<file path="src/rtl/guvm_icache_responder_pkg.sv">
// Shared types and constants for the GUVM icache responder: FSM states,
// the reset/idle instruction word and the FIFO entry layout.
package guvm_resp_pkg;

    localparam int INST_W = 32;
    localparam logic [INST_W-1:0] NOP_INST = 32'h0100_0000;

    typedef enum logic [1:0] {
        IDLE,
        WAIT,
        RESP,
        STARVE
    } resp_state_e;

    typedef struct packed {
        logic              exc;
        logic [INST_W-1:0] inst;
    } inst_entry_t;

endpackage

</file>
<file path="src/rtl/guvm_icache_responder_if.sv">
// Bus between the UVM side (driver/core model/monitor) and the responder:
// instruction push channel, core fetch port and completed-fetch log.
interface guvm_icache_responder_if #(
    parameter int DATA_W = 32,
    parameter int ADDR_W = 32,
    parameter int WAIT_W = 4
);
    logic [WAIT_W-1:0] wait_states;
    logic              push_valid;
    logic              push_ready;
    logic [DATA_W-1:0] push_inst;
    logic              push_exc;
    logic              fetch_req;
    logic [ADDR_W-1:0] fetch_addr;
    logic              fetch_flush;
    logic [DATA_W-1:0] ico_data;
    logic              ico_hold;
    logic              ico_exception;
    logic              log_valid;
    logic [ADDR_W-1:0] log_addr;
    logic [DATA_W-1:0] log_inst;

    modport master (
        output wait_states, push_valid, push_inst, push_exc,
        output fetch_req, fetch_addr, fetch_flush,
        input  push_ready, ico_data, ico_hold, ico_exception,
        input  log_valid, log_addr, log_inst
    );

    modport slave (
        input  wait_states, push_valid, push_inst, push_exc,
        input  fetch_req, fetch_addr, fetch_flush,
        output push_ready, ico_data, ico_hold, ico_exception,
        output log_valid, log_addr, log_inst
    );

endinterface

</file>
<file path="src/rtl/guvm_icache_responder_fifo.sv">
// Synchronous FIFO of instruction entries; DEPTH must be a power of two so
// the pointers wrap naturally.
module guvm_inst_fifo
    import guvm_resp_pkg::*;
#(
    parameter int DEPTH = 8
) (
    input  logic                         clk,
    input  logic                         rst,
    input  logic                         push_i,
    input  inst_entry_t                  push_data_i,
    input  logic                         pop_i,
    output inst_entry_t                  pop_data_o,
    output logic                         full_o,
    output logic                         empty_o,
    output logic [$clog2(DEPTH+1)-1:0]   count_o
);
    localparam int PTR_W = $clog2(DEPTH);
    localparam int CNT_W = $clog2(DEPTH+1);

    inst_entry_t        mem_q [DEPTH];
    logic [PTR_W-1:0]   wptr_q, rptr_q;
    logic [CNT_W-1:0]   count_q, count_d;
    logic               do_push, do_pop;

    assign full_o     = (count_q == CNT_W'(DEPTH));
    assign empty_o    = (count_q == '0);
    assign count_o    = count_q;
    assign pop_data_o = mem_q[rptr_q];
    assign do_push    = push_i && !full_o;
    assign do_pop     = pop_i && !empty_o;

    always_comb begin
        count_d = count_q;
        if (do_push && !do_pop) count_d = count_q + CNT_W'(1);
        if (do_pop && !do_push) count_d = count_q - CNT_W'(1);
    end

    always_ff @(posedge clk) begin
        if (rst) begin
            wptr_q  <= '0;
            rptr_q  <= '0;
            count_q <= '0;
        end else begin
            if (do_push) wptr_q <= wptr_q + PTR_W'(1);
            if (do_pop)  rptr_q <= rptr_q + PTR_W'(1);
            count_q <= count_d;
        end
    end

    // Storage carries no reset; only the pointers define what is valid.
    always_ff @(posedge clk) begin
        if (do_push) mem_q[wptr_q] <= push_data_i;
    end

endmodule

</file>
<file path="src/rtl/guvm_icache_responder.sv">
// Icache responder: answers core fetches from the driver-fed FIFO after a
// programmable wait, stalling the core until the registered delivery cycle.
module guvm_icache_responder
    import guvm_resp_pkg::*;
#(
    parameter int DEPTH  = 8,
    parameter int DATA_W = INST_W,
    parameter int ADDR_W = 32,
    parameter int WAIT_W = 4
) (
    input  logic                     clk,
    input  logic                     rst,
    guvm_icache_responder_if.slave   bus
);
    localparam int CNT_W = $clog2(DEPTH+1);

    resp_state_e        state_q, state_d;
    logic [WAIT_W-1:0]  cnt_q, cnt_d;
    logic [ADDR_W-1:0]  addr_q, addr_d;
    logic               push_ready_q, push_ready_d;
    logic [DATA_W-1:0]  ico_data_q;
    logic               ico_exc_q, ico_hold_q;
    logic               log_valid_q;
    logic [ADDR_W-1:0]  log_addr_q;
    logic [DATA_W-1:0]  log_inst_q;

    logic               push_fire, pop_fire;
    logic               fifo_full, fifo_empty;
    logic [CNT_W-1:0]   fifo_count, cnt_next;
    inst_entry_t        push_entry, head;

    assign push_fire  = bus.push_valid && push_ready_q && !fifo_full;
    assign push_entry = '{exc: bus.push_exc, inst: bus.push_inst};

    guvm_inst_fifo #(.DEPTH(DEPTH)) u_fifo (
        .clk         (clk),
        .rst         (rst),
        .push_i      (push_fire),
        .push_data_i (push_entry),
        .pop_i       (pop_fire),
        .pop_data_o  (head),
        .full_o      (fifo_full),
        .empty_o     (fifo_empty),
        .count_o     (fifo_count)
    );

    // push_ready is registered, so it looks ahead at the post-edge occupancy.
    assign cnt_next     = fifo_count + CNT_W'(push_fire) - CNT_W'(pop_fire);
    assign push_ready_d = (cnt_next != CNT_W'(DEPTH));

    always_comb begin
        state_d  = state_q;
        cnt_d    = cnt_q;
        addr_d   = addr_q;
        pop_fire = 1'b0;
        if (state_q != IDLE && bus.fetch_flush) begin
            state_d = IDLE;
        end else begin
            unique case (state_q)
                IDLE: if (bus.fetch_req) begin
                    addr_d  = bus.fetch_addr;
                    cnt_d   = bus.wait_states;
                    state_d = (bus.wait_states == '0) ? RESP : WAIT;
                end
                WAIT: if (cnt_q <= WAIT_W'(1)) state_d = RESP;
                      else cnt_d = cnt_q - WAIT_W'(1);
                RESP: if (!fifo_empty) begin
                    pop_fire = 1'b1;
                    state_d  = IDLE;
                end else begin
                    state_d  = STARVE;
                end
                // A push seen here lands in the FIFO by the time RESP pops.
                STARVE: if (!fifo_empty || push_fire) state_d = RESP;
                default: state_d = IDLE;
            endcase
        end
    end

    always_ff @(posedge clk) begin
        if (rst) begin
            state_q      <= IDLE;
            cnt_q        <= '0;
            addr_q       <= '0;
            push_ready_q <= 1'b0;
            ico_data_q   <= NOP_INST;
            ico_exc_q    <= 1'b0;
            ico_hold_q   <= 1'b1;
            log_valid_q  <= 1'b0;
            log_addr_q   <= '0;
            log_inst_q   <= '0;
        end else begin
            state_q      <= state_d;
            cnt_q        <= cnt_d;
            addr_q       <= addr_d;
            push_ready_q <= push_ready_d;
            ico_hold_q   <= !pop_fire;
            log_valid_q  <= pop_fire;
            if (pop_fire) begin
                ico_data_q <= head.inst;
                ico_exc_q  <= head.exc;
                log_addr_q <= addr_q;
                log_inst_q <= head.inst;
            end
        end
    end

    assign bus.push_ready    = push_ready_q;
    assign bus.ico_data      = ico_data_q;
    assign bus.ico_exception = ico_exc_q;
    assign bus.ico_hold      = ico_hold_q;
    assign bus.log_valid     = log_valid_q;
    assign bus.log_addr      = log_addr_q;
    assign bus.log_inst      = log_inst_q;

endmodule

</file>
<file path="src/flat_wrapper.sv">
// flat-port wrapper written by rule: the top's interface ports become plain ports
module guvm_icache_responder_flat import guvm_resp_pkg::*;
#(
    parameter int DEPTH  = 8,
    parameter int DATA_W = INST_W,
    parameter int ADDR_W = 32,
    parameter int WAIT_W = 4
)
  (clk, rst, bus_wait_states, bus_push_valid, bus_push_inst, bus_push_exc, bus_fetch_req, bus_fetch_addr, bus_fetch_flush, bus_push_ready, bus_ico_data, bus_ico_hold, bus_ico_exception, bus_log_valid, bus_log_addr, bus_log_inst);
  guvm_icache_responder_if #(.DATA_W(DATA_W), .ADDR_W(ADDR_W), .WAIT_W(WAIT_W)) bus_i ();
  input  logic clk;
  input  logic rst;
  input wire logic [$bits(bus_i.wait_states)-1:0] bus_wait_states;
  input wire logic [$bits(bus_i.push_valid)-1:0] bus_push_valid;
  input wire logic [$bits(bus_i.push_inst)-1:0] bus_push_inst;
  input wire logic [$bits(bus_i.push_exc)-1:0] bus_push_exc;
  input wire logic [$bits(bus_i.fetch_req)-1:0] bus_fetch_req;
  input wire logic [$bits(bus_i.fetch_addr)-1:0] bus_fetch_addr;
  input wire logic [$bits(bus_i.fetch_flush)-1:0] bus_fetch_flush;
  output wire logic [$bits(bus_i.push_ready)-1:0] bus_push_ready;
  output wire logic [$bits(bus_i.ico_data)-1:0] bus_ico_data;
  output wire logic [$bits(bus_i.ico_hold)-1:0] bus_ico_hold;
  output wire logic [$bits(bus_i.ico_exception)-1:0] bus_ico_exception;
  output wire logic [$bits(bus_i.log_valid)-1:0] bus_log_valid;
  output wire logic [$bits(bus_i.log_addr)-1:0] bus_log_addr;
  output wire logic [$bits(bus_i.log_inst)-1:0] bus_log_inst;
  assign bus_i.wait_states = bus_wait_states;
  assign bus_i.push_valid = bus_push_valid;
  assign bus_i.push_inst = bus_push_inst;
  assign bus_i.push_exc = bus_push_exc;
  assign bus_i.fetch_req = bus_fetch_req;
  assign bus_i.fetch_addr = bus_fetch_addr;
  assign bus_i.fetch_flush = bus_fetch_flush;
  assign bus_push_ready = bus_i.push_ready;
  assign bus_ico_data = bus_i.ico_data;
  assign bus_ico_hold = bus_i.ico_hold;
  assign bus_ico_exception = bus_i.ico_exception;
  assign bus_log_valid = bus_i.log_valid;
  assign bus_log_addr = bus_i.log_addr;
  assign bus_log_inst = bus_i.log_inst;
  guvm_icache_responder #(.DEPTH(DEPTH), .DATA_W(DATA_W), .ADDR_W(ADDR_W), .WAIT_W(WAIT_W)) u_core (.clk(clk), .rst(rst), .bus(bus_i));
endmodule
</file>
<file path="config.mk">
export PLATFORM = sky130hd
export DESIGN_NAME = guvm_icache_responder_flat
export DESIGN_NICKNAME = d
export VERILOG_FILES = /design/src/rtl/guvm_icache_responder_pkg.sv /design/src/rtl/guvm_icache_responder_if.sv /design/src/rtl/guvm_icache_responder_fifo.sv /design/src/rtl/guvm_icache_responder.sv /design/src/flat_wrapper.sv
export SDC_FILE = /design/constraint.sdc
export NUM_CORES = 1
export LEC_CHECK = 0
export CAP_MARGIN = 15
export CORE_AREA = 2 2 169 154
export CTS_CLUSTER_DIAMETER = 30
export DETAILED_ROUTE_END_ITERATION = 8
export DIE_AREA = 0 0 171 156
export GPL_TIMING_DRIVEN = 0
export PLACE_DENSITY_LB_ADDON = 0.15
export SLEW_MARGIN = 20
export SYNTH_ARGS = -nofsm -noshare
export SYNTH_HDL_FRONTEND = slang
export SYNTH_SLANG_ARGS = --single-unit
</file>
<file path="constraint.sdc">
create_clock -name clk -period 8.3 [get_ports clk]
set_input_delay 1.66 -clock clk [delete_from_list [all_inputs] [get_ports clk]]
set_output_delay 1.66 -clock clk [all_outputs]
set_load 0.02 [all_outputs]
</file>
==> results.toml <==
[status]
status = "complete, no violations"

[critical_path]
path_class = "in -> reg"
reg2reg_depth = 8
critical_path.cell_chain = "clkdlybuf4s50_1, nand2_1, a21oi_2, clkinv_1, nor4b_2, buf_2, buf_4, buf_2"
reg2reg_from = "u_core.u_fifo.count_o[2]"
worstReg2RegEnd = "u_core.u_fifo.mem_q[2][16]"
cp.required_ps = 8530
end_kind = "register"
cp_top_family = "buffers and inverters"
critPathMaxStageDelay_ps = 680
crit_fanout = 10
start_kind = "primary input"
slowest_stage = "nor4b_2"
cpMostUsedCell = "buf_2"
r2r_slack_ps = 5100
arrival_ps = 4390
cp_num_buf_inv = 5

[grt]
grt_pass1_vias = 9736
grt.total_usage_pct = 28.4
grt_overflow = 0
grt_max_degree = 16
antenna_found_initial = 2
grt_pass1_wl_mm = 56.2

[synthesis]
synth_most_common_cell = "edfxtp_1"
syn_nets = 1050
synthMuxAreaShare_pct = 10.7
synth_top_area_share_pct = 53.9
syn_inst = 963
synth_fa_ha_area_share_pct = 1.16
synth_compound_area_share_pct = 6.19
synth_xor_xnor_area_share_pct = 0.587
ys_warn_count = 0
syn_area_per_cell_sq_um = 15.3
ys_seq_elements = 384
yosys-top-cells-count = "edfxtp_1 (264), nand2_1 (144), dfxtp_1 (120), a21oi_1 (75), nor2_1 (50)"
synth-simple-area-share_pct = 6.52
synth_area_leaders = "edfxtp_1 (54%), dfxtp_1 (16%), mux4_2 (7.3%)"
ys_async_sr_fraction_pct = 0
synth-main-ff-cell = "edfxtp_1"
ys_seq_area_share_pct = 70.2
yosys.cell_types.count = 61
synth_area_leader_cell = "edfxtp_1"
synth_top_family_by_area = "multiplexers"
syn_area_sq_um = 14700
synth_edf_count = 264

[sta]
period_share_pct = 50.0
fin_skew_ps = 16.1
drv_slew = 0
grt_setup_unrepaired = "false"
setup_tns_ps = 0
period_minus_slack_ps = 4150
maxSlewHeadroom_pct = 44.2
hold_violations = 0
setup_viol = 0
fmax_ghz = 0.241
hold_ws_ps = 444
tightest_slew_ps = 832
setup_slack_ps = 4150

[floorplan]
initial_core_util_pct = 59.1
std_cell_rows = 55
dieHeight_um = 156
die_area_sq_um = 26700
core_sq_um = 24900
ios = 174
die_w_um = 171

[route]
drtPass1Iterations = 7
ant_nets = 0
vias_per_cell = 5.68
vias = 9351
finalWirelength_mm = 36.8
drc = 0
post_drt_wl_per_cell_um = 22.4
drtIter0Drc = 799

[power]
switchingPower_mw = 1.10
internal_power_mw = 4.24
swShare_pct = 20.6
peakVddDrop_mv = 0.173
p_seq_share_pct = 39.6
power_frac_comb_pct = 4.6
p_clk_share_pct = 55.9
power_density_nw_per_um2 = 271
totalPowerFinal_mw = 5.34
power_leakage_nw = 6.96

[job]
max_cap_viol_count = 0

[placed_design]
gp_congestion = 0.779
hpwlAfterDp_mm = 22.0
io_buffers = 173
dp_slack_ps = 3610
placed_cell_area_sq_um = 17300

[clocking]
cts_sinks = 384
cts-resized-gates = 0
cts_max_level = 3
clock_latency_ps = 550
clk_path_buf_depth = 3
clkTransAtPathRegs_ps = 50
cts_hold_buffers = 0
numCtsBuffers = 68
root_buffer = "clkbuf_16"
cts_tree = "yes"
post_cts_buffers = 0

[layout]
nNetsFinal = 1335
drive_gt1_share_pct = 21.5
area_growth_pct = 34.2
finalInstanceArea_sq_um = 19700

[worst_hold_path]
hold_class = "reg -> reg"
holdPathEnd = "u_core.bus.log_addr[0]"
min_path_cells = 2
hp-start = "u_core.addr_q[0]"
[stage by stage]
step	std cells	utilization [%]
2_1_floorplan	963	-
3_3_place_gp	1478	67.7
3_5_place_dp	1520	69.3
4_1_cts	1644	79.2
5_1_grt	1644	79.2
6_report	1645	79.2
[cell type report]
type / count / area [sq um]
flip-flops and latches: 384 / 10300
fillers: 1372 / 5170
multi-input cells: 478 / 3750
repair buffers: 215 / 2090
clock buffers: 86 / 1880
plain buffers: 86 / 616
clock inverters: 38 / 589
well taps: 342 / 428
inverters: 15 / 58.8
diodes: 1 / 2.50
[registers in the layout (all words and copies together) (netlist names), named ones only]
name / count
u_core.state_q: 2
u_core.bus.ico_exception: 1
u_core.addr_q: 32
u_core.u_fifo.rptr_q: 3
u_core.u_fifo.wptr_q: 3
u_core.bus.ico_hold: 1
u_core.bus.log_addr: 32
u_core.bus.log_valid: 1
u_core.bus.ico_data: 1
u_core.bus.push_ready: 1
u_core.u_fifo.mem_q: 264
u_core.u_fifo.count_o: 4
u_core.cnt_q: 4
u_core.bus.log_inst: 32
[power groups by stage]
stage                     Combinational [mW]  Sequential [mW]  Clock (mW)
after floorplan                        0.126             2.15           0
after global placement                 0.226             2.15           0
after detailed placement               0.237             2.15           0
after CTS                              0.245             2.11        3.00
after global routing                   0.264             2.11        3.09
final                                  0.244             2.11        2.98
[worst register-to-register path, delay by kind of cell (launching register included)]
family,cells,cell delay (ps)
fa+ha+maj,1,230
simple gates,1,680
compound gates,1,310
flops,1,360
buf+inv,5,1320
[per-layer routing]
layer  track usage, %  up-vias  part of all wire, %
met5                0        -                0.057
met4             10.5        4                  2.7
met3             5.61       85                  7.2
met2             48.3      436                   51
met1             36.5     4633                   39
li1                 -     4193                    -
[worst max-delay path by stage]
stage          cells past startpoint                    endpoint  slack [ps]            from
2_1_floorplan                      4   u_core.u_fifo.mem_q[2][0]        2070  bus_push_valid
3_3_place_gp                       5  u_core.u_fifo.mem_q[1][31]       -2190  bus_push_valid
3_5_place_dp                       8  u_core.u_fifo.mem_q[2][16]        3610  bus_push_valid
4_1_cts                            8  u_core.u_fifo.mem_q[2][16]        4140  bus_push_valid
5_1_grt                            8  u_core.u_fifo.mem_q[2][16]        3960  bus_push_valid
6_report                           8  u_core.u_fifo.mem_q[2][16]        4150  bus_push_valid
[cell usage in the layout, fill, tap and decap left out, types with 4 or more instances in the layout]
cell and count:
clkbuf_16 73, inv_6 7, edfxtp_1 264, mux4_1 17, mux2i_1 4, o21ai_1 11
inv_1 13, nand2_1 144, clkdlybuf4s50_1 173, ha_1 12, buf_4 63, clkinv_2 6
o21ai_0 26, buf_6 17, dfxtp_1 120, o22ai_1 32, xor2_1 6, mux4_2 48
clkbuf_1 31, clkinvlp_4 7, nor2_1 49, buf_2 21, bufinv_16 14, a21oi_1 75
[logic make-up after synthesis]
group	Yosys count
muxes	70
adders and majority gates	13
DFF	384
buffers and inverters	101
xor gates and xnor gates	9
AOI/OAI and AO/OA	162
and+or+nand+nor	224
No activity file was read; power rests on OpenSTA's default activity.
